$ cat src/rtl/alu_issue_if.sv
// Command (upstream) and result (downstream) valid/ready channels of alu_issue.
// master = producer of commands / consumer of results; slave = alu_issue.
interface alu_issue_if;
  logic        in_valid;
  logic        in_ready;
  logic [7:0]  in_a;
  logic [7:0]  in_b;
  logic [3:0]  in_cmd;
  logic        res_valid;
  logic        res_ready;
  logic [15:0] res_y;
  logic [3:0]  res_cmd;
  logic        res_err;

  modport master (
    output in_valid, in_a, in_b, in_cmd, res_ready,
    input  in_ready, res_valid, res_y, res_cmd, res_err
  );

  modport slave (
    input  in_valid, in_a, in_b, in_cmd, res_ready,
    output in_ready, res_valid, res_y, res_cmd, res_err
  );
endinterface

$ cat src/rtl/alu_issue.sv
// Command FIFO plus issue FSM that drives an external tri-state ALU and holds its result.
// Optional macro ALU_ISSUE_DIV0_TRAP_EN: DIV (0101) with b==0 yields res_y=16'hFFFF, res_err=1.
//
// state | meaning
// IDLE  | ALU idle; pop FIFO head into the ALU operand registers when not empty
// EXEC  | ALU output enabled for one cycle; result captured at the closing edge
// HOLD  | result presented on res_*; on handshake issue next command or go idle
module alu_issue #(
  parameter int DEPTH = 4
) (
  input  logic                   clk,
  input  logic                   rst,
  alu_issue_if.slave             bus,
  output logic [7:0]             alu_a,
  output logic [7:0]             alu_b,
  output logic [3:0]             alu_cmd,
  output logic                   alu_oe,
  input  logic [15:0]            alu_y,
  output logic [$clog2(DEPTH):0] count
);

  localparam int AW = $clog2(DEPTH);
  localparam int CW = AW + 1;
  localparam logic [CW-1:0] FULL = CW'(DEPTH);

  typedef enum logic [1:0] {
    IDLE = 2'd0,
    EXEC = 2'd1,
    HOLD = 2'd2
  } state_t;

  state_t        state_q;
  state_t        state_d;
  logic [19:0]   mem [DEPTH];
  logic [AW-1:0] wptr;
  logic [AW-1:0] rptr;
  logic          push;
  logic          pop;
  logic          empty;
  logic          res_valid_c;
  logic [15:0]   res_y_q;
  logic [3:0]    res_cmd_q;
  logic          res_err_q;

  assign empty         = (count == '0);
  assign bus.in_ready  = (count != FULL);
  assign push          = bus.in_valid && bus.in_ready;
  assign bus.res_valid = res_valid_c;
  assign bus.res_y     = res_y_q;
  assign bus.res_cmd   = res_cmd_q;
  assign bus.res_err   = res_err_q;

  always_comb begin
    state_d     = state_q;
    pop         = 1'b0;
    alu_oe      = 1'b0;
    res_valid_c = 1'b0;
    case (state_q)
      IDLE: begin
        if (!empty) begin
          pop     = 1'b1;
          state_d = EXEC;
        end
      end
      EXEC: begin
        alu_oe  = 1'b1;
        state_d = HOLD;
      end
      HOLD: begin
        res_valid_c = 1'b1;
        // back-to-back issue on handshake avoids an IDLE bubble
        if (bus.res_ready) begin
          if (!empty) begin
            pop     = 1'b1;
            state_d = EXEC;
          end else begin
            state_d = IDLE;
          end
        end
      end
      default: state_d = IDLE;
    endcase
  end

  always_ff @(posedge clk or posedge rst) begin
    if (rst) begin
      state_q <= IDLE;
    end else begin
      state_q <= state_d;
    end
  end

  always_ff @(posedge clk or posedge rst) begin
    if (rst) begin
      wptr  <= '0;
      rptr  <= '0;
      count <= '0;
    end else begin
      if (push) wptr <= wptr + 1'b1;
      if (pop)  rptr <= rptr + 1'b1;
      case ({push, pop})
        2'b10:   count <= count + 1'b1;
        2'b01:   count <= count - 1'b1;
        default: count <= count;
      endcase
    end
  end

  // storage needs no reset: only entries between the pointers are ever read
  always_ff @(posedge clk) begin
    if (push) mem[wptr] <= {bus.in_cmd, bus.in_a, bus.in_b};
  end

  always_ff @(posedge clk or posedge rst) begin
    if (rst) begin
      alu_cmd <= '0;
      alu_a   <= '0;
      alu_b   <= '0;
    end else if (pop) begin
      {alu_cmd, alu_a, alu_b} <= mem[rptr];
    end
  end

`ifdef ALU_ISSUE_DIV0_TRAP_EN
  logic div0;
  assign div0 = (alu_cmd == 4'b0101) && (alu_b == 8'h00);

  always_ff @(posedge clk or posedge rst) begin
    if (rst) begin
      res_y_q   <= '0;
      res_cmd_q <= '0;
      res_err_q <= 1'b0;
    end else if (state_q == EXEC) begin
      res_y_q   <= div0 ? 16'hFFFF : alu_y;
      res_cmd_q <= alu_cmd;
      res_err_q <= div0;
    end
  end
`else
  assign res_err_q = 1'b0;

  always_ff @(posedge clk or posedge rst) begin
    if (rst) begin
      res_y_q   <= '0;
      res_cmd_q <= '0;
    end else if (state_q == EXEC) begin
      res_y_q   <= alu_y;
      res_cmd_q <= alu_cmd;
    end
  end
`endif

endmodule

$ cat src/flat_wrapper.sv
// flat-port wrapper written by rule: the top's interface ports become plain ports
module alu_issue_flat 
#(
  parameter int DEPTH = 4
)
  (clk, rst, alu_a, alu_b, alu_cmd, alu_oe, alu_y, count, bus_in_valid, bus_in_a, bus_in_b, bus_in_cmd, bus_res_ready, bus_in_ready, bus_res_valid, bus_res_y, bus_res_cmd, bus_res_err);
  alu_issue_if bus_i ();
  input  logic clk;
  input  logic rst;
  output logic [7:0] alu_a;
  output logic [7:0] alu_b;
  output logic [3:0] alu_cmd;
  output logic alu_oe;
  input  logic [15:0] alu_y;
  output logic [$clog2(DEPTH):0] count;
  input wire logic [$bits(bus_i.in_valid)-1:0] bus_in_valid;
  input wire logic [$bits(bus_i.in_a)-1:0] bus_in_a;
  input wire logic [$bits(bus_i.in_b)-1:0] bus_in_b;
  input wire logic [$bits(bus_i.in_cmd)-1:0] bus_in_cmd;
  input wire logic [$bits(bus_i.res_ready)-1:0] bus_res_ready;
  output wire logic [$bits(bus_i.in_ready)-1:0] bus_in_ready;
  output wire logic [$bits(bus_i.res_valid)-1:0] bus_res_valid;
  output wire logic [$bits(bus_i.res_y)-1:0] bus_res_y;
  output wire logic [$bits(bus_i.res_cmd)-1:0] bus_res_cmd;
  output wire logic [$bits(bus_i.res_err)-1:0] bus_res_err;
  assign bus_i.in_valid = bus_in_valid;
  assign bus_i.in_a = bus_in_a;
  assign bus_i.in_b = bus_in_b;
  assign bus_i.in_cmd = bus_in_cmd;
  assign bus_i.res_ready = bus_res_ready;
  assign bus_in_ready = bus_i.in_ready;
  assign bus_res_valid = bus_i.res_valid;
  assign bus_res_y = bus_i.res_y;
  assign bus_res_cmd = bus_i.res_cmd;
  assign bus_res_err = bus_i.res_err;
  alu_issue #(.DEPTH(DEPTH)) u_core (.clk(clk), .rst(rst), .bus(bus_i), .alu_a(alu_a), .alu_b(alu_b), .alu_cmd(alu_cmd), .alu_oe(alu_oe), .alu_y(alu_y), .count(count));
endmodule
$ cat config.mk
export PLATFORM = sky130hd
export DESIGN_NAME = alu_issue_flat
export DESIGN_NICKNAME = d
export VERILOG_FILES = /design/src/rtl/alu_issue_if.sv /design/src/rtl/alu_issue.sv /design/src/flat_wrapper.sv
export SDC_FILE = /design/constraint.sdc
export NUM_CORES = 1
export LEC_CHECK = 0
export CAP_MARGIN = 25
export CORE_ASPECT_RATIO = 0.9
export CORE_MARGIN = 4
export CORE_UTILIZATION = 40
export CTS_BUF_LIST = sky130_fd_sc_hd__clkbuf_4 sky130_fd_sc_hd__clkbuf_8 sky130_fd_sc_hd__clkbuf_16
export DETAILED_ROUTE_END_ITERATION = 16
export PLACE_DENSITY = 0.59
export SLEW_MARGIN = 25
export SYNTH_ARGS = -nofsm -noshare
export SYNTH_HDL_FRONTEND = slang
export SYNTH_SLANG_ARGS = --single-unit
$ cat constraint.sdc
create_clock -name clk -period 4.15 [get_ports clk]
set_clock_uncertainty 0.1 [all_clocks]
set_input_delay 0.83 -clock clk [delete_from_list [all_inputs] [get_ports clk]]
set_output_delay 0.83 -clock clk [all_outputs]
set_load 0.02 [all_outputs]
==> results.yml, run 1 <==
run_status:
  status: "completed"
sta:
  fin_tns_setup_ns: 0
  fin_crit_ns: 2.90
  relSlewSlack: 0.494
  setup_viol: 0
  fin_crit_sh: 0.699
  rsz0062_at_grt: "false"
  worst_pin_slew_ns: 0.758
  hold_viol: 0
  max_freq_mhz: 345
  slew_viol_final: 0
finish:
  fin_cells: 507
  fillers: 967
  nNetsFinal: 380
  fin_util: 0.550
  syn2layout_area_growth_pct: 34.1
  layout-drive-gt1-share: 0.300
  antennaDiodeCount: 0
cts:
  cts_resized: 0
  path_clk_slew_ns: 0.06
  clockRootBuffer: "clkbuf_16"
  cts_hold_buffers: 0
  cts_sinks: 129
  cts_tree: "done"
  post_cts_buffers: 0
  htree_levels: 4
  cts_buffers: 17
  insertion_delay_ns: 0.41
  clock_path_buffers: 2
detailed_routing:
  ant_nets: 0
  vias_per_cell: 4.82
  vias: 2445
  routedWlPerCell_um: 17.3
  drcViolationCount: 0
  dr.pass1.iters: 4
  routed_wl_um: 8750
  drtIter0Drc: 88
power_and_ir_drop:
  leakage_nw: 2.49
  power_density_mw_per_mm2: 852
  ir_drop_v: 0.000529
floorplan:
  coreArea_sq_mm: 0.0121
  rows: 38
  initial_utilization: 0.410
  die_area_sq_mm: 0.0142
  die_h_um: 114
  die_x_um: 125
  num_io_pins: 87
placement:
  numPortBuffers: 85
  place_inst: 475
  hpwl_um: 5310
  gp_congestion: 0.707
yosys:
  synth-warning-count: 0
  yosysMostFrequentCell: "edfxtp_1"
  syn_area_sq_mm: 0.00495
  synth_area_leaders: "edfxtp_1, dfrtp_1, mux4_2"
  synth_edf_count: 80
  synthCells: 233
  synth_top_area_frac: 0.485
  syn_nets: 279
  syn_avg_cell_area_sq_um: 21.3
  ys_seq_area_frac: 0.733
  synthFlopType: "edfxtp_1"
  async_reset_ff_frac: 0.380
  synth-seq-cells: 129
  synth_common_cells: "edfxtp_1, dfrtp_1, mux2_2, mux2_4, mux4_2"
  synth.distinct_cells: 25
  yosysTopAreaCell: "edfxtp_1"
critical_path:
  worst_ep_arrival_time_ns: 1.97
  max_stage_delay_ns: 0.66
  crit_type: "flip-flop to output pin"
  worstPathMaxFanout: 22
  worstSetupEndpoint: "alu_oe"
  critPathCaptureType: "output pin"
  slowest_stage: "clkdlybuf4s50_1"
  r2r_cells: 3
  cp.required_ns: 3.22
  timing.rr.end: "u_core.alu_a[7]"
  cp_cell_sequence: "nor2b_2 -> buf_4 -> clkdlybuf4s50_1"
  worstReg2RegStart: "u_core.rptr[0]"
  crit_start: "u_core.state_q[0]"
  startpoint_type: "flip-flop"
  regToRegSetupSlack_ns: 1.92
grt:
  grt_pass1_vias: 2564
  antenna_found_initial: 0
  grt_use_total: 0.133
  grt_pass1_wl_um: 14200
  overflow: 0
  grt_max_degree: 50
job:
  maxCapViolCount: 0
worst_hold_path:
  worstHoldPathType: "flip-flop to flip-flop"
-- metal layers --
metal / track usage / vias up / share of wire
met3: 0.0496 / 13 / 0.063
met5: 0 / - / 0
met1: 0.166 / 1242 / 0.43
met4: 0.0542 / 0 / 0.012
li1: - / 1111 / -
met2: 0.212 / 79 / 0.49
-- cell families after synthesis --
family | synth area share
other | 0.000757
buffers and inverters | 0.0167
adder cells (fa/ha/maj) | 0.0167
multiplexers | 0.202
XOR/XNOR | 0.0106
AND/OR/NAND/NOR | 0.0195
flip-flops | 0.733
AO/OA/AOI/OAI | 0.00152
-- flip-flops by register name, indices dropped and copies added (netlist names) --
name / flops
u_core.bus.res_y: 16
u_core.alu_a: 8
u_core.state_q: 2
u_core.rptr: 2
u_core.bus.res_cmd: 4
u_core.mem: 80
u_core.alu_b: 8
u_core.count: 3
u_core.alu_cmd: 4
u_core.wptr: 2
-- per-stage QoR --
step	power, mW	setup slack, ns	cell area (sq um)	hold slack [ns]
after global routing	5.96	1.13	6640	0.417
after CTS	5.76	1.20	6640	0.408
after floorplan	3.37	1.68	4950	0.394
after detailed placement	4.15	1.31	6000	0.395
after global placement	4.10	1.35	6000	0.389
final	5.66	1.25	6640	0.401
-- critical path: cells and delay by family (launching register included) --
kind / cells / cell delay (ns)
and+or+nand+nor: 1 / 0.17
buffers and inverters: 2 / 0.94
DFF: 1 / 0.45
-- where the power goes --
| part | internal [mW] | leakage (nW) | total (mW) | switching, mW |
|---|---|---|---|---|
| logic | 1.14 | 0.885 | 1.99 | 0.850 |
| registers | 1.80 | 1.31 | 2.07 | 0.269 |
| clock network | 1.06 | 0.302 | 1.59 | 0.534 |
| total | 4.00 | 2.49 | 5.66 | 1.65 |
-- area by class of cell --
type / instances / area (sq um) / area share
Timing Repair Buffer: 92 / 903 / 0.136
Multi-Input combinational cell: 90 / 1250 / 0.188
Tap cell: 160 / 200 / 0.0301
Clock inverter: 15 / 216 / 0.0326
Inverter: 4 / 17.5 / 0.00264
Clock buffer: 17 / 425 / 0.0640
Sequential cell: 129 / 3630 / 0.546
-- layout by cell type (no fill, tap or decap), types with 2 or more instances in the layout --
cell / synthesis / layout
clkdlybuf4s50_1: 0 / 85
edfxtp_1: 80 / 80
dfrtp_1: 49 / 48
mux2_2: 24 / 24
mux4_2: 18 / 18
mux2_4: 18 / 18
clkbuf_16: 0 / 17
buf_4: 3 / 7
ha_1: 5 / 5
bufinv_16: 0 / 5
and3_1: 4 / 4
clkinvlp_4: 0 / 4
xnor2_1: 3 / 3
xor2_1: 3 / 3
inv_1: 4 / 3
clkinv_2: 0 / 3
nor2b_1: 3 / 2
mux4_1: 2 / 2
clkinv_4: 0 / 2
-- worst min path at each step --
stage,start,endpoint,depth (start not counted)
global route,u_core.bus.res_y[2],u_core.bus.res_y[2],1
CTS,u_core.bus.res_y[14],u_core.bus.res_y[14],1
global placement,u_core.bus.res_cmd[1],u_core.bus.res_cmd[1],1
finish,u_core.bus.res_y[14],u_core.bus.res_y[14],1
detailed placement,u_core.bus.res_y[14],u_core.bus.res_y[14],1
floorplan,u_core.state_q[0],u_core.state_q[0],1
No activity file was read; power rests on OpenSTA's default activity.
==> run 2: changes to the inputs <==
PLACE_DENSITY = 0.62   (was 0.59)
clock period = 2.64 ns   (was 4.15 ns; I/O delays follow)
==> run 2 against run 1 <==
Net effect: combinational power increased by 65%; clock power up 49%; global-route usage up 0.16 points; flip-flop and latch count is the same; cell area is the same.
==> results.yml, run 2 (synthesis results as in run 1) <==
critical_path:
  startpoint_type: "flip-flop"
  crit_family: "buffers and inverters"
  path_depth: 2
  critPathCaptureType: "output pin"
  r2r_cells: 5
  crit_type: "flip-flop to output pin"
  regToRegSetupSlack_ns: 0.42
  worst_ep_arrival_time_ns: 1.93
  slowest_stage: "clkdlybuf4s50_1"
  cp.required_ns: 2.01
  critPathBufInv: 1
  cp_cell_sequence: "or3b_1 -> clkdlybuf4s50_1"
  max_stage_delay_ns: 0.57
  worstPathMaxFanout: 6
placement:
  gp_congestion: 0.688
  place_inst: 479
  placed_cell_area_sq_mm: 0.00603
  pre_cts_ws_ns: 0.0965
  numPortBuffers: 85
  hpwl_um: 5560
worst_hold_path:
  worstHoldPathType: "primary input to asynchronous set/reset pin"
detailed_routing:
  drcViolationCount: 0
  ant_nets: 0
  dr.pass1.iters: 4
  vias: 2430
  routedWlPerCell_um: 17.2
  vias_per_cell: 4.76
  routed_wl_um: 8800
  drtIter0Drc: 161
power_and_ir_drop:
  p_comb_frac: 0.373
  intPower_mw: 6.23
  switching_power_mw: 2.57
  leakage_nw: 2.52
  sw_frac_of_total: 0.292
  power_density_mw_per_mm2: 1320
  clkPwrFrac: 0.269
  ir_drop_v: 0.000873
  seq_power_share: 0.358
  total_power_mw: 8.79
finish:
  fin_util: 0.550
  regArea_sq_mm: 0.00363
  nNetsFinal: 384
  final_area_sq_mm: 0.00664
  regMostFlops: "u_core.mem"
  multi_input_area_sq_mm: 0.00125
  largest_reg_flops: 80
  layout_common_cells: "clkdlybuf4s50_1, edfxtp_1, dfrtp_1"
  syn2layout_area_growth_pct: 34.1
  antennaDiodeCount: 0
  fillers: 967
  final_common_cell: "clkdlybuf4s50_1"
  layout-drive-gt1-share: 0.305
  fin_cells: 511
sta:
  relSlewSlack: 0.644
  hold_viol: 0
  rsz0062_at_grt: "false"
  fin_crit_ns: 2.56
  slew_viol_final: 0
  max_freq_mhz: 391
  fin_crit_sh: 0.970
  setup_viol: 0
  fin_tns_setup_ns: 0
  final.setup.worst_slack_ns: 0.0795
  worst_pin_slew_ns: 0.533
  holdWs_ns: 0.387
job:
  maxCapViolCount: 0
cts:
  cts_resized: 0
  cts_tree: "done"
  htree_levels: 4
  post_cts_buffers: 0
  cts_sinks: 129
  clock_path_buffers: 2
  insertion_delay_ns: 0.41
  path_clk_slew_ns: 0.06
  clockRootBuffer: "clkbuf_16"
  cts_hold_buffers: 0
  cts_buffers: 17
run_status:
  status: "completed"
floorplan:
  num_io_pins: 87
  initial_utilization: 0.410
  coreArea_sq_mm: 0.0121
  die_x_um: 125
  die_area_sq_mm: 0.0142
  die_h_um: 114
  rows: 38
grt:
  grt_pass1_wl_um: 14200
  overflow: 0
  grt_pass1_vias: 2595
  grt_use_total: 0.135
  grt_max_degree: 24
  antenna_found_initial: 0
[run 2: area by class of cell]
class | instances | share of cell area
Clock buffer | 22 | 0.0725
Clock inverter | 10 | 0.0202
Inverter | 4 | 0.00226
Multi-Input combinational cell | 90 | 0.188
Sequential cell | 129 | 0.546
Tap cell | 160 | 0.0301
Timing Repair Buffer | 96 | 0.141
[run 2: layer usage]
metal,global-route usage,vias up,wire length (um)
li1,-,1120,-
met3,0.0468,14,514
met5,0,-,0
met1,0.164,1218,3860
met4,0.0694,0,179
met2,0.215,78,4250
[run 2: worst register-to-register path: cells and delay by family, from the launching register on]
family | cells | cell delay (ns)
AND/OR/NAND/NOR | 2 | 0.64
flip-flops | 1 | 0.46
adder cells (fa/ha/maj) | 2 | 0.63
multiplexers | 1 | 0.27
[run 2: power groups by stage]
stage / clock network (mW) / registers (mW) / logic (mW)
5_1_grt: 2.51 / 3.23 / 3.53
3_3_place_gp: 0 / 3.17 / 3.31
3_5_place_dp: 0 / 3.19 / 3.36
4_1_cts: 2.42 / 3.16 / 3.36
6_report: 2.37 / 3.14 / 3.28
2_1_floorplan: 0 / 3.56 / 1.74
[run 2: final timing paths]
| path | to | startpoint |
|---|---|---|
| worst max-delay path | bus_in_ready | u_core.count[0] |
| worst min-delay path | u_core.alu_a[3] | rst |
| worst max register to register | u_core.count[1] | u_core.count[0] |
| worst min register to register | u_core.bus.res_y[1] | u_core.bus.res_y[1] |
| max in group asynchronous | u_core.bus.res_y[2] | rst |
| min in group clk | u_core.bus.res_y[1] | u_core.bus.res_y[1] |
==> run 3: changes to the inputs <==
CELL_PAD_IN_SITES_DETAIL_PLACEMENT = 1   (was not set)
CELL_PAD_IN_SITES_GLOBAL_PLACEMENT = 2   (was not set)
CORE_UTILIZATION = 35   (was 40)
PLACE_DENSITY = 0.7   (was 0.62)
SLEW_MARGIN = 0   (was 25)
==> run 3 against run 2 <==
Net effect: die area increased by 13%; largest power group unchanged; wire length increased by 11%; non-clock buffer count decreased by 1; clock power increased by 4%.
==> results.yml, run 3 (synthesis results as in run 1) <==
run_status:
  status: "completed"
critical_path:
  worstReg2RegStart: "u_core.count[0]"
  crit_start: "u_core.state_q[0]"
  startpoint_type: "flip-flop"
  crit_type: "flip-flop to output pin"
  worst_ep_arrival_time_ns: 1.70
  critPathCaptureType: "output pin"
  cp.required_ns: 2.01
  worstPathMaxFanout: 5
detailed_routing:
  routed_wl_um: 9770
  dr.pass1.iters: 4
  vias: 2485
  routedWlPerCell_um: 18.2
  vias_per_cell: 4.62
  ant_nets: 0
  drcViolationCount: 0
  drtIter0Drc: 117
sta:
  slew_viol_final: 0
  fin_tns_setup_ns: 0
  fin_crit_ns: 2.33
  final.setup.worst_slack_ns: 0.311
  worst_pin_slew_ns: 0.527
  setup_viol: 0
  fin_crit_sh: 0.882
  relSlewSlack: 0.648
  max_freq_mhz: 429
  rsz0062_at_grt: "false"
  hold_viol: 0
grt:
  grt_use_total: 0.130
  overflow: 0
  antenna_found_initial: 0
  grt_pass1_wl_um: 15400
  grt_max_degree: 29
  grt_pass1_vias: 2735
placement:
  pre_cts_ws_ns: 0.0991
  numPortBuffers: 85
  place_inst: 507
  hpwl_um: 6040
  gp_congestion: 0.692
finish:
  layout-drive-gt1-share: 0.298
  fillers: 1272
  regMostFlops: "u_core.mem"
  antennaDiodeCount: 0
  layout_common_cells: "clkdlybuf4s50_1, edfxtp_1, dfrtp_1"
  largest_reg_flops: 80
  fin_util: 0.492
  nNetsFinal: 383
  final_common_cell: "clkdlybuf4s50_1"
  fin_cells: 538
  syn2layout_area_growth_pct: 35.2
floorplan:
  coreArea_sq_mm: 0.0136
  num_io_pins: 87
  rows: 40
  die_h_um: 121
  die_area_sq_mm: 0.0161
  die_x_um: 133
  initial_utilization: 0.364
power_and_ir_drop:
  total_power_mw: 8.93
  p_comb_frac: 0.372
  switching_power_mw: 2.61
  power_density_mw_per_mm2: 1330
  sw_frac_of_total: 0.292
  intPower_mw: 6.33
  ir_drop_v: 0.000438
  seq_power_share: 0.353
  leakage_nw: 2.52
  clkPwrFrac: 0.275
cts:
  insertion_delay_ns: 0.40
  post_cts_buffers: 0
  clock_path_buffers: 2
  path_clk_slew_ns: 0.06
  clockRootBuffer: "clkbuf_16"
  cts_tree: "done"
  cts_buffers: 17
  htree_levels: 4
  cts_sinks: 129
worst_hold_path:
  worstHoldPathType: "primary input to asynchronous set/reset pin"
job:
  maxCapViolCount: 0
-- run 3: cell types whose count changed in the layout (fill, tap and decap cells not counted), moves of 2 or more --
cell      before  now
buf_4         11    9
clkinv_2       3    1
clkbuf_4       2    5
clkinv_4       2    0
-- run 3: through the flow --
| step | cell area (sq um) | hold slack [ns] |
|---|---|---|
| 2_1_floorplan | 4950 | 0.394 |
| 3_3_place_gp | 6070 | 0.387 |
| 3_5_place_dp | 6070 | 0.396 |
| 4_1_cts | 6690 | 0.387 |
| 5_1_grt | 6690 | 0.410 |
| 6_report | 6690 | 0.390 |
-- run 3: metal layers --
metal | global-route usage | vias to the layer above | wire length [um]
met4 | 0.0501 | 0 | 103
met5 | 0 | - | 0
li1 | - | 1112 | -
met3 | 0.0520 | 8 | 526
met1 | 0.150 | 1293 | 4140
met2 | 0.219 | 72 | 5010
-- run 3: power by group through the flow --
stage / Combinational, mW / Sequential [mW] / Clock (mW)
global placement: 3.32 / 3.17 / 0
global route: 3.56 / 3.23 / 2.63
floorplan: 1.74 / 3.56 / 0
detailed placement: 3.39 / 3.19 / 0
finish: 3.32 / 3.15 / 2.46
CTS: 3.41 / 3.17 / 2.54
-- run 3: what timing repair did --
item,CTS,global route
gates resized for setup,0,1
setup endpoints to repair,0,1
hold buffers,0,0
-- run 3: worst max-delay path, stage by stage, from the launching register on --
cell and delay (ns):
dfrtp_1 0.44, nor2b_1 0.20, clkdlybuf4s50_1 0.65
-- run 3: path summary, 6_finish.rpt --
check	to	slack (ns)	depth (start not counted)
max	bus_res_valid	0.31	2
min reg2reg	u_core.bus.res_y[3]	0.40	1
max in group asynchronous	u_core.bus.res_y[9]	1.50	3
max reg2reg	u_core.count[1]	0.42	5
min in group clk	u_core.bus.res_y[3]	0.40	1
min	u_core.bus.res_y[5]	0.39	2
-- run 3: final cells by class --
cell class	instances	area (sq um)	area share
Timing Repair Buffer	95	941	0.141
Inverter	4	15.0	0.00224
Clock inverter	7	133	0.0198
Clock buffer	24	490	0.0733
Sequential cell	129	3630	0.542
Tap cell	189	236	0.0353
Multi-Input combinational cell	90	1250	0.187
